### config.mk
export PLATFORM = sky130hd
export DESIGN_NAME = mips_multicycle_ctrl
export DESIGN_NICKNAME = d
export VERILOG_FILES = /design/src/rtl/mips_pkg.sv /design/src/rtl/mips_aludec.sv /design/src/rtl/mips_multicycle_ctrl.sv
export SDC_FILE = /design/constraint.sdc
export NUM_CORES = 1
export LEC_CHECK = 0
export ABC_AREA = 1
export BUFFER_PORTS_ARGS = -buffer_cell sky130_fd_sc_hd__buf_2
export CAP_MARGIN = 5
export CORE_ASPECT_RATIO = 1.75
export CORE_UTILIZATION = 52
export DETAILED_ROUTE_END_ITERATION = 8
export GPL_TIMING_DRIVEN = 1
export PLACE_DENSITY = 0.79
export SYNTH_ARGS = -nofsm -noshare
export SYNTH_HDL_FRONTEND = slang
export SYNTH_HIERARCHICAL = 1
export SYNTH_SLANG_ARGS = --single-unit
### constraint.sdc
create_clock -name clk -period 2.82 [get_ports clk]
set_input_delay 0.564 -clock clk [delete_from_list [all_inputs] [get_ports clk]]
set_output_delay 0.564 -clock clk [all_outputs]
set_load 0.01 [all_outputs]
### src/rtl/mips_pkg.sv
// mips_pkg: shared opcode/funct codes, ALU controls, mux selects and FSM state encoding
package mips_pkg;
  localparam logic [5:0] OP_RTYPE = 6'b000000;
  localparam logic [5:0] OP_LW    = 6'b100011;
  localparam logic [5:0] OP_SW    = 6'b101011;
  localparam logic [5:0] OP_BEQ   = 6'b000100;
  localparam logic [5:0] OP_ADDI  = 6'b001000;
  localparam logic [5:0] OP_J     = 6'b000010;
  localparam logic [5:0] FN_ADD = 6'b100000;
  localparam logic [5:0] FN_SUB = 6'b100010;
  localparam logic [5:0] FN_AND = 6'b100100;
  localparam logic [5:0] FN_OR  = 6'b100101;
  localparam logic [5:0] FN_SLT = 6'b101010;
  localparam logic [2:0] ALU_ADD = 3'b010;
  localparam logic [2:0] ALU_SUB = 3'b110;
  localparam logic [2:0] ALU_AND = 3'b000;
  localparam logic [2:0] ALU_OR  = 3'b001;
  localparam logic [2:0] ALU_SLT = 3'b111;
  localparam logic [1:0] SRCB_RT    = 2'b00;
  localparam logic [1:0] SRCB_FOUR  = 2'b01;
  localparam logic [1:0] SRCB_IMM   = 2'b10;
  localparam logic [1:0] SRCB_IMMSH = 2'b11;
  localparam logic [1:0] PC_ALU    = 2'b00;
  localparam logic [1:0] PC_ALUOUT = 2'b01;
  localparam logic [1:0] PC_JUMP   = 2'b10;
  typedef enum logic [3:0] {
    S_FETCH   = 4'd0,
    S_DECODE  = 4'd1,
    S_MEMADR  = 4'd2,
    S_MEMRD   = 4'd3,
    S_MEMWB   = 4'd4,
    S_MEMWR   = 4'd5,
    S_RTYPEEX = 4'd6,
    S_ALUWB   = 4'd7,
    S_BEQ     = 4'd8,
    S_ADDIEX  = 4'd9,
    S_JUMP    = 4'd10,
    S_HALT    = 4'd11
  } state_e;
endpackage

### src/rtl/mips_aludec.sv
// mips_aludec: R-type funct to ALU control, flags funct codes the core does not implement
module mips_aludec
  import mips_pkg::*;
(
  input  logic [5:0] funct,
  output logic [2:0] alucontrol,
  output logic       illegal
);
  // pure lookup; unknown funct falls back to add and raises illegal
  always_comb begin
    illegal = 1'b0;
    case (funct)
      FN_ADD:  alucontrol = ALU_ADD;
      FN_SUB:  alucontrol = ALU_SUB;
      FN_AND:  alucontrol = ALU_AND;
      FN_OR:   alucontrol = ALU_OR;
      FN_SLT:  alucontrol = ALU_SLT;
      default: begin
        alucontrol = ALU_ADD;
        illegal    = 1'b1;
      end
    endcase
  end
endmodule

### src/rtl/mips_multicycle_ctrl.sv
// mips_multicycle_ctrl: multicycle MIPS control FSM sharing one memory port, with retired-instruction counter
module mips_multicycle_ctrl
  import mips_pkg::*;
#(
  parameter int CNT_W        = 32,
  parameter bit ILLEGAL_HALT = 1'b1
) (
  input  logic             clk,
  input  logic             reset,
  input  logic [5:0]       op,
  input  logic [5:0]       funct,
  input  logic             zero,
  input  logic             mem_ready,
  output logic             mem_req,
  output logic             iord,
  output logic             memwrite,
  output logic             irwrite,
  output logic             pcen,
  output logic [1:0]       pcsrc,
  output logic             alusrca,
  output logic [1:0]       alusrcb,
  output logic [2:0]       alucontrol,
  output logic             regdst,
  output logic             memtoreg,
  output logic             regwrite,
  output logic             illegal_op,
  output logic [CNT_W-1:0] retired
);
  state_e           state_q, state_d, bad_next;
  logic             addi_q, addi_d, illegal_q, illegal_d;
  logic [CNT_W-1:0] retired_q, retired_d;
  logic [2:0]       fn_alu;
  logic             fn_bad;
  logic             req_r, iord_r, mw_r, irw_r, srca_r, regdst_r, m2r_r, rw_r;
  logic             pcwrite, branch;
  logic [1:0]       pcsrc_r, srcb_r;
  logic [2:0]       aluc_r;
  mips_aludec u_aludec (
    .funct      (funct),
    .alucontrol (fn_alu),
    .illegal    (fn_bad)
  );
  assign bad_next = ILLEGAL_HALT ? S_HALT : S_FETCH;
  // next state, addi tracking, sticky illegal flag and retire counting
  always_comb begin
    state_d   = state_q;
    addi_d    = addi_q;
    illegal_d = illegal_q;
    case (state_q)
      S_FETCH:   state_d = mem_ready ? S_DECODE : S_FETCH;
      S_DECODE: begin
        addi_d = (op == OP_ADDI);
        case (op)
          OP_LW, OP_SW: state_d = S_MEMADR;
          OP_RTYPE:     state_d = S_RTYPEEX;
          OP_BEQ:       state_d = S_BEQ;
          OP_ADDI:      state_d = S_ADDIEX;
          OP_J:         state_d = S_JUMP;
          default: begin
            state_d   = bad_next;
            illegal_d = 1'b1;
          end
        endcase
      end
      S_MEMADR:  state_d = (op == OP_SW) ? S_MEMWR : S_MEMRD;
      S_MEMRD:   state_d = mem_ready ? S_MEMWB : S_MEMRD;
      S_MEMWR:   state_d = mem_ready ? S_FETCH : S_MEMWR;
      S_RTYPEEX: begin
        state_d   = fn_bad ? bad_next : S_ALUWB;
        illegal_d = illegal_q | fn_bad;
      end
      S_ADDIEX:  state_d = S_ALUWB;
      S_HALT:    state_d = S_HALT;
      default:   state_d = S_FETCH;
    endcase
    retired_d = retired_q + {{(CNT_W-1){1'b0}}, (state_d == S_FETCH) && (state_q != S_FETCH)};
  end
  // state and bookkeeping registers
  always_ff @(posedge clk or negedge reset) begin
    if (!reset) begin
      state_q   <= S_FETCH;
      addi_q    <= 1'b0;
      illegal_q <= 1'b0;
      retired_q <= '0;
    end else begin
      state_q   <= state_d;
      addi_q    <= addi_d;
      illegal_q <= illegal_d;
      retired_q <= retired_d;
    end
  end
  // datapath controls decoded from the current state; handshake exits gated by mem_ready
  always_comb begin
    req_r    = 1'b0;
    iord_r   = 1'b0;
    mw_r     = 1'b0;
    irw_r    = 1'b0;
    srca_r   = 1'b0;
    regdst_r = 1'b0;
    m2r_r    = 1'b0;
    rw_r     = 1'b0;
    pcwrite  = 1'b0;
    branch   = 1'b0;
    pcsrc_r  = PC_ALU;
    srcb_r   = SRCB_RT;
    aluc_r   = 3'b000;
    case (state_q)
      S_FETCH: begin
        req_r   = 1'b1;
        srcb_r  = SRCB_FOUR;
        aluc_r  = ALU_ADD;
        irw_r   = mem_ready;
        pcwrite = mem_ready;
      end
      S_DECODE: begin
        srcb_r = SRCB_IMMSH;
        aluc_r = ALU_ADD;
      end
      S_MEMADR, S_ADDIEX: begin
        srca_r = 1'b1;
        srcb_r = SRCB_IMM;
        aluc_r = ALU_ADD;
      end
      S_MEMRD: begin
        req_r  = 1'b1;
        iord_r = 1'b1;
      end
      S_MEMWB: begin
        m2r_r = 1'b1;
        rw_r  = 1'b1;
      end
      S_MEMWR: begin
        req_r  = 1'b1;
        iord_r = 1'b1;
        mw_r   = 1'b1;
      end
      S_RTYPEEX: begin
        srca_r = 1'b1;
        aluc_r = fn_alu;
      end
      S_ALUWB: begin
        regdst_r = ~addi_q;
        rw_r     = 1'b1;
      end
      S_BEQ: begin
        srca_r  = 1'b1;
        aluc_r  = ALU_SUB;
        pcsrc_r = PC_ALUOUT;
        branch  = 1'b1;
      end
      S_JUMP: begin
        pcsrc_r = PC_JUMP;
        pcwrite = 1'b1;
      end
      default: ;
    endcase
  end
  assign mem_req    = reset & req_r;
  assign iord       = reset & iord_r;
  assign memwrite   = reset & mw_r;
  assign irwrite    = reset & irw_r;
  assign pcen       = reset & (pcwrite | (branch & zero));
  assign pcsrc      = reset ? pcsrc_r : 2'b00;
  assign alusrca    = reset & srca_r;
  assign alusrcb    = reset ? srcb_r : 2'b00;
  assign alucontrol = reset ? aluc_r : 3'b000;
  assign regdst     = reset & regdst_r;
  assign memtoreg   = reset & m2r_r;
  assign regwrite   = reset & rw_r;
  assign illegal_op = illegal_q;
  assign retired    = retired_q;
endmodule

# ---- Word-level counts from Yosys, hierarchy flattened
# Cells that the tools add are included.
# W data, S select, Z words.
dict set report totals {
  ff_bits 38
  output_inout_bits 49
  wordCells 83
  in_bits 16
}
dict set report op_classes {
  n_eq_ne 22
  reduce_logical 16
  muxes 27
  bitwise 13
  n_addsub 1
}
# cell count
set ops {}
lappend ops {{$eq A6 B6 Y1 const B} 7}
lappend ops {{$add A32 B1 Y32} 1}
lappend ops {{$pmux W4 S8} 1}
lappend ops {{$pmux W4 S5} 1}
lappend ops {{$eq A4 B3 Y1 const B} 4}
lappend ops {{$eq A4 B4 Y1 const B} 4}
lappend ops {{$mux W1} 12}
lappend ops {{$mux W3} 4}
lappend ops {{$pmux W3 S4} 1}
lappend ops {{$and A1 B1 Y1} 10}
lappend ops {{$pmux W3 S3} 1}
lappend ops {{$eq A4 B2 Y1 const B} 2}
lappend ops {{$logic_not A4 Y1} 2}
lappend ops {{$reduce_or A2 Y1} 4}
lappend ops {{$reduce_or A4 Y1} 2}
lappend ops {{$eq A6 B2 Y1 const B} 1}
lappend ops {{$eq A6 B3 Y1 const B} 1}
lappend ops {{$eq A6 B4 Y1 const B} 1}
lappend ops {{$logic_not A6 Y1} 1}
lappend ops {{$pmux W2 S3} 1}
lappend ops {{$reduce_or A6 Y1} 1}
lappend ops {{$reduce_or A5 Y1} 1}
lappend ops {{$eq A4 B1 Y1 const B} 1}
lappend ops {{$mux W2} 2}
lappend ops {{other kinds (11)} 13}

# ---- Depth between registers and ports, before layout
# Gate-level depths: netlist of run 1.
dict set report logic_depth {
  word_depth 7
  depth_mapped 21
  ltp_nobuf 21
}

# ---- By module
# Netlist of run 1, hierarchy kept.
# module area_each_um2 cells_each instances
set by_module_without_submodules {}
lappend by_module_without_submodules {mips_multicycle_ctrl 2277.2 303 1}
lappend by_module_without_submodules {mips_aludec 86.3 18 1}

# ---- Worst setup path before layout of run 1
# No wires, ideal clock.
dict set report synth_timing {
  path_kind {in2reg}
  start {input funct[1]}
  end {register retired_q[18], in the netlist retired[18]}
  setup_ns 0.126
  t_required_ns 2.694
  stages 20
  setup_slack_ns 0.261
  arrival_time_ns 2.433
  path_buffers 0
  cell_sequence {inv_1 nand2_1 nand3_1 nand2_1 inv_1 inv_1 nand3_1 nand2_1 inv_1 nand2_1 nor2_1 nand3_1 nor2_1 ha_1 ha_1 nand3_2 nor2_4 and3_1 nand2_1 xnor2_1}
}
dict set report synth_between {
  elab_chain_cells 7
  word_cells_on_any_way 11
  classes_between {1 x add/sub; 5 x eq/ne; 2 x mux; 3 x reduce/logical}
}
# element line_no
set synth_rtl {}
lappend synth_rtl {{start, declared} mips_multicycle_ctrl.sv:11} ;# input logic [5:0] funct,
lappend synth_rtl {{$eq A6 B6 Y1} mips_aludec.sv:12} ;# case (funct)
lappend synth_rtl {{$reduce_or A5 Y1 (no source line) (*)} --}
lappend synth_rtl {{$mux W4 (*)} mips_multicycle_ctrl.sv:69} ;# state_d = fn_bad ? bad_next : S_ALUWB;
lappend synth_rtl {{$pmux W4 S8 (*)} mips_multicycle_ctrl.sv:49} ;# case (state_q)
lappend synth_rtl {{$logic_not A4 Y1 (*)} mips_multicycle_ctrl.sv:76} ;# retired_d = retired_q + {{(CNT_W-1){1'b0}}, (state_d == S_FETCH) && (state_q != S_FETCH)};
lappend synth_rtl {{$logic_and A1 B1 Y1 (*)} mips_multicycle_ctrl.sv:76}
lappend synth_rtl {{$add A32 B1 Y32 (*)} mips_multicycle_ctrl.sv:76}
lappend synth_rtl {{via retired_d[18]} mips_multicycle_ctrl.sv:31} ;# logic [CNT_W-1:0] retired_q, retired_d;
lappend synth_rtl {{end signal, assigned} mips_multicycle_ctrl.sv:89} ;# retired_q <= retired_d;
lappend synth_rtl {{end, declared} mips_multicycle_ctrl.sv:31}
# Mark *: on every way through the listed nets, which the timed path passes. The rest lies on a longest branch.
# A chain may end at the register's enable or synchronous reset.

# ---- Worst setup path after layout of run 1
dict set report layout_timing {
  start {register state_q[1]}
  end {register retired_q[18], in the netlist retired[18]}
}
dict set report layout_between {
  elab_chain_cells 5
  word_cells_on_any_way 13
  classes_between {1 x add/sub; 7 x eq/ne; 1 x mux; 4 x reduce/logical}
}
# element line_no
set layout_rtl {}
lappend layout_rtl {{start, declared} mips_multicycle_ctrl.sv:29} ;# state_e state_q, state_d, bad_next;
lappend layout_rtl {{start signal, assigned} mips_multicycle_ctrl.sv:86} ;# state_q <= state_d;
lappend layout_rtl {{$eq A4 B4 Y1 (tied with other cells)} mips_multicycle_ctrl.sv:49}
lappend layout_rtl {{$pmux W4 S8} mips_multicycle_ctrl.sv:49}
lappend layout_rtl {{$logic_not A4 Y1} mips_multicycle_ctrl.sv:76}
lappend layout_rtl {{$logic_and A1 B1 Y1 (*)} mips_multicycle_ctrl.sv:76}
lappend layout_rtl {{$add A32 B1 Y32 (*)} mips_multicycle_ctrl.sv:76}
lappend layout_rtl {{via retired_d[18]} mips_multicycle_ctrl.sv:31}
# Marked as above.

==> results.cfg, run 1 <==
[floorplan]
start_util = 0.542
core_area_um2 = 4360
dieArea_um2 = 4830
die_x_um = 53.0
ios = 65
die_h_um = 91.2
rows = 32

[sta]
fin_crit_sh = 0.910
rsz0062_at_grt = false
drv_slew = 0
fmax_mhz = 389
setup_viol = 0
layout_min_cycle_time_ps = 2570
slew_headroom = 0.752
worst_slew_pin_slew_ps = 373
fin_tns_setup_ps = 0
final_hold_viol_count = 0
skew_ps = 3.02

[logic_synthesis]
synth.avg_cell_area_um2 = 7.36
syn_nets = 339
ys_seq_elements = 38
synthCells = 321
synth_warnings = 6
synthDistinctLibCells = 27
seq_area_frac_synth = 0.402
synth_area_um2 = 2360

[run]
cap_violations = 0

[critical_path]
path_max_fanout = 6
crit_type = flip-flop to flip-flop
rrSetupSlack_ps = 250
cp_data_arrival_time_ps = 2740
start_kind = flip-flop
worst_setup_path_end_kind = flip-flop
worst_ep_required_time_ps = 3000

[clocking]
htree_levels = 2
clk_pin_slew_worst_paths_ps = 70
holdBufCountCts = 0
cts-root-buf = clkbuf_8
cts_tree = built
clock_sinks = 38
cts_buffers = 5
clk_latency_ps = 290
cts_buffer_depth = 2

[global_route]
grt_start_max_net_pins = 29
grt_pass1_vias = 2435
antenna_found_initial = 0
grt.total_usage = 0.294
grt_pass1_wl_mm = 10.3
overflow = 0

[power_and_ir_drop]
power_density_nw_per_um2 = 629
netSwitchingPower_uw = 754
ir_worst_vdd_mv = 0.460
power.internal_uw = 1100
pwr-share-comb = 0.398
p_seq_frac = 0.393
switching_share = 0.408
clkPwrFrac = 0.209
p_leak_uw = 0.00160

[finish]
syn2layout_area_growth_pct = 24.5
final_area_um2 = 2940
antennaDiodeCount = 0
drive_gt1_frac = 0.259
nets = 422
stdcell_count = 456

[place]
gp_congestion = 0.939
io_buffers = 64
placedCellCount = 447
post-dp-hpwl_mm = 5.14
place_area_um2 = 2830

[status]
status = finished clean

[routing]
antenna_left = 0
num_vias = 2422
wl_mm = 6.47
drc = 0
dr.pass1.iters = 4
via_per_inst = 5.31
avgRoutedWirePerCell_um = 14.2
drt_iter0_drc = 39

[hold_path]
hold_class = input pin to async pin
flip-flops by register name (all words and copies together), names as in the netlist:
name,count
retired,32
state_q,4
addi_q,1
illegal_op,1
cell usage after synthesis:
cell type	count	area (um2)
inv_1	38	143
o21ai_0	1	5.00
a41oi_1	1	8.76
nand3_1	20	100
inv_2	3	11.3
and2_1	1	6.26
nand4_1	6	37.5
nand3b_1	5	37.5
nand3_2	3	30.0
a21oi_1	4	20.0
nand2_1	91	342
dfrtp_1	38	951
clkinv_1	1	3.75
a211o_1	1	8.76
nor3_1	12	60.1
o311ai_0	1	8.76
nand2_2	1	6.26
nor3_2	8	80.1
nor2_1	49	184
ha_1	2	25.0
nor2_4	1	11.3
a31oi_1	1	6.26
xor2_1	21	184
nor2_2	3	18.8
nor3b_1	1	7.51
xnor2_1	7	61.3
and3_1	1	6.26
power by group through the flow:
stage	clock network (uW)	logic [uW]	registers, uW
4_1_cts	394	729	717
5_1_grt	414	833	739
2_1_floorplan	0	442	730
3_3_place_gp	0	715	721
6_report	387	737	727
3_5_place_dp	0	727	724
through the flow:
step | total power (uW) | hold WS, ps | utilization | setup slack [ps]
floorplan | 1170 | 268 | - | 261
global placement | 1440 | 468 | 0.649 | 62.1
detailed placement | 1450 | 462 | 0.649 | -22.2
CTS | 1840 | 172 | 0.669 | 179
global route | 1990 | 185 | 0.674 | 13.0
finish | 1850 | 179 | 0.674 | 253
area by class of cell:
class	count	area (um2)
Fill cell	395	1420
Multi-Input combinational cell	241	1270
Sequential cell	38	952
Timing Repair Buffer	76	410
Inverter	42	158
Clock buffer	7	86.3
Tap cell	51	63.8
Clock inverter	1	5.00
cells in the final DEF (no fill, tap or decap), types with 3 or more instances in the layout:
master,instances
nand2_1,90
buf_2,64
nor2_1,49
inv_1,38
dfrtp_1,37
xor2_1,21
nand3_1,20
nor3_1,12
buf_4,12
nor3_2,8
xnor2_1,7
nand4_1,6
clkbuf_8,6
nand3b_1,5
a21oi_1,4
inv_2,3
nor2_2,3
kinds of logic (layout without fill, tap and decap cells):
| group | count (synthesis) | in the layout | share of synthesized area |
|---|---|---|---|
| and+or+nand+nor | 202 | 202 | 0.392 |
| buffers and inverters | 42 | 126 | 0.0667 |
| DFF | 38 | 38 | 0.402 |
| xor gates and xnor gates | 28 | 28 | 0.104 |
| AOI/OAI and AO/OA | 9 | 9 | 0.0244 |
| adders and majority gates | 2 | 2 | 0.0106 |
critical path, stage by stage (launching register included):
cell and delay, ps:
dfrtp_1 440, nand2_2 120, inv_1 70, nand2_1 100
nor2_1 60, nor2_1 140, nand2_1 70, nor2_1 120
nand3_1 100, nor2_1 100, ha_1 200, ha_2 220
nand3_4 130, nor2_4 170, and3_1 210, nand2_1 80
xnor2_1 130
worst paths after layout:
| check | cells past startpoint | endpoint | from |
|---|---|---|---|
| min reg2reg | 2 | retired[30]$_DFF_PN0_ | retired[30]$_DFF_PN0_ |
| max reg2reg | 16 | retired[18]$_DFF_PN0_ | state_q[1]$_DFF_PN0_ |
| max | 16 | retired[18]$_DFF_PN0_ | state_q[1]$_DFF_PN0_ |
| min | 1 | retired[7]$_DFF_PN0_ | reset |
| max in group asynchronous | 2 | state_q[0]$_DFF_PN0_ | reset |
| min in group clk | 2 | retired[30]$_DFF_PN0_ | retired[30]$_DFF_PN0_ |
timing repair:
item	in CTS	in global routing
endpoints found under the setup margin	0	9
setup buffers	0	1
hold endpoints to repair	0	0
resized for setup	0	4
routing by layer:
metal	track usage	wire [um]
met1	0.265	2200
met2	0.540	3550
met3	0.0486	265
met4	0.215	451
met5	0	0
Power figures use the tool's default switching activity.
==> inputs of run 2 (changes only) <==
Settings changed: CTS_CLUSTER_SIZE set to 24, RECOVER_POWER set to 50.
==> run 2 against run 1 <==
Compared with the run above:
- flip-flop and latch count unchanged
- final cell count unchanged
- register-to-register slack about the same
- non-clock buffer count unchanged
- clock skew about the same
- worst hold slack improved by 2.4 ps
==> results.cfg, run 2 (synthesis results as in run 1) <==
[status]
status = finished clean

[place]
io_buffers = 64
placedCellCount = 447
gp_congestion = 0.939
dpl_worst_slack_ps = -22.2
post-dp-hpwl_mm = 5.14

[routing]
wl_mm = 6.48
via_per_inst = 5.30
num_vias = 2418
antenna_left = 0
drt_iter0_drc = 49
dr.pass1.iters = 5
drc = 0
avgRoutedWirePerCell_um = 14.2

[global_route]
overflow = 0
grt_start_max_net_pins = 29
grt.total_usage = 0.294
grt_pass1_wl_mm = 10.3
grt_pass1_vias = 2435
antenna_found_initial = 0

[sta]
rsz0062_at_grt = false
fmax_mhz = 388
final_hold_viol_count = 0
setup_viol = 0
fin_crit_sh = 0.913
postLayoutSetupSlackWorst_ps = 245
drv_slew = 0
skew_ps = 3.25
fin_hold_ws_ps = 182
layout_min_cycle_time_ps = 2580
slew_headroom = 0.0128
worst_slew_pin_slew_ps = 1480

[power_and_ir_drop]
p_seq_frac = 0.395
power_density_nw_per_um2 = 632
ir_worst_vdd_mv = 0.458
power_uw = 1840
netSwitchingPower_uw = 754
p_leak_uw = 0.00152
pwr-share-comb = 0.395
power.internal_uw = 1090
clkPwrFrac = 0.210
switching_share = 0.409

[critical_path]
critical_path.cell_chain = nand2_2 > inv_1 > nand2_1 > nor2_1 > nor2_1 > nand2_1 > nor2_1 > nand3_1 > nor2_1 > ha_1 > ha_2 > nand3_4 > nor2_4 > and3_1 > nand2_1 > xnor2_1
start_kind = flip-flop
r2r-start = state_q[1]$_DFF_PN0_
worst_ep_required_time_ps = 2990
rrSetupSlack_ps = 240
worst_setup_path_end_kind = flip-flop
cp_top_family = simple AND/OR/NAND/NOR gates
crit_path_frequent_cell = nor2_1
r2r_end = retired[18]$_DFF_PN0_
crit_type = flip-flop to flip-flop
max_stage_delay_ps = 440
path_depth = 16
path_max_fanout = 6
cpMaxStageDelayCell = dfrtp_1
crit_end = retired[18]$_DFF_PN0_
worst-path-buf-inv = 1
r2r_cells = 16
cp_data_arrival_time_ps = 2750
worstSetupStartpoint = state_q[1]$_DFF_PN0_

[finish]
antennaDiodeCount = 0
syn2layout_area_growth_pct = 23.2
mostFrequentLayoutCells = nand2_1, nor2_1, buf_2
nets = 422
stdcell_count = 456
largest_reg_flops = 32
final_common_cell = nand2_1
drive_gt1_frac = 0.205

[clocking]
cts_tree = built
cts_buffers = 5
cts_buffer_depth = 2
cts-root-buf = clkbuf_8
clk_latency_ps = 290
clock_sinks = 38
holdBufCountCts = 0
clk_pin_slew_worst_paths_ps = 70
htree_levels = 2

[floorplan]
core_area_um2 = 4360
die_x_um = 53.0
die_h_um = 91.2
ios = 65
start_util = 0.542
rows = 32
dieArea_um2 = 4830

[run]
cap_violations = 0

[hold_path]
hold_class = input pin to async pin
run 2: cell count changes in the layout (fill, tap and decap cells not counted), sizes merged:
cell / before / now
clkbuf: 7 / 29
buf: 76 / 54
run 2: metrics by stage:
| step | cell area, um2 | utilization | setup TNS, ps |
|---|---|---|---|
| 3_5_place_dp | 2830 | 0.649 | -36.8 |
| 6_report | 2910 | 0.667 | 0 |
| 5_1_grt | 2910 | 0.667 | 0 |
| 3_3_place_gp | 2830 | 0.649 | 0 |
| 2_1_floorplan | 2360 | - | 0 |
| 4_1_cts | 2920 | 0.669 | 0 |
run 2: worst min-delay path by stage:
| stage | end | from |
|---|---|---|
| 3_5_place_dp | illegal_op$_DFFE_PN0P_ | illegal_op$_DFFE_PN0P_ |
| 2_1_floorplan | addi_q$_DFFE_PN0P_ | reset |
| 5_1_grt | illegal_op$_DFFE_PN0P_ | reset |
| 4_1_cts | retired[2]$_DFF_PN0_ | reset |
| 3_3_place_gp | illegal_op$_DFFE_PN0P_ | illegal_op$_DFFE_PN0P_ |
| 6_report | retired[7]$_DFF_PN0_ | reset |
run 2: layer usage:
metal | part of all wire | track usage
met3 | 0.041 | 0.0486
met2 | 0.55 | 0.540
met5 | 0 | 0
met1 | 0.34 | 0.265
met4 | 0.068 | 0.215
run 2: power groups by stage:
stage / clock [uW] / combinational [uW] / sequential [uW]
floorplan: 0 / 442 / 730
global placement: 0 / 715 / 721
detailed placement: 0 / 727 / 724
CTS: 394 / 729 / 717
global route: 414 / 824 / 740
finish: 386 / 727 / 728
run 2: timing repair:
action | 4_1_cts | 5_1_grt
resized for setup | 0 | 4
setup endpoints to repair | 0 | 9
setup buffers | 0 | 1
run 2: layout make-up:
cell class	instances	area (um2)
inverters	42	158
clock buffers	7	86.3
fillers	406	1450
well taps	51	63.8
multi-input cells	241	1270
repair buffers	76	380
clock inverters	1	5.00
flip-flops and latches	38	952
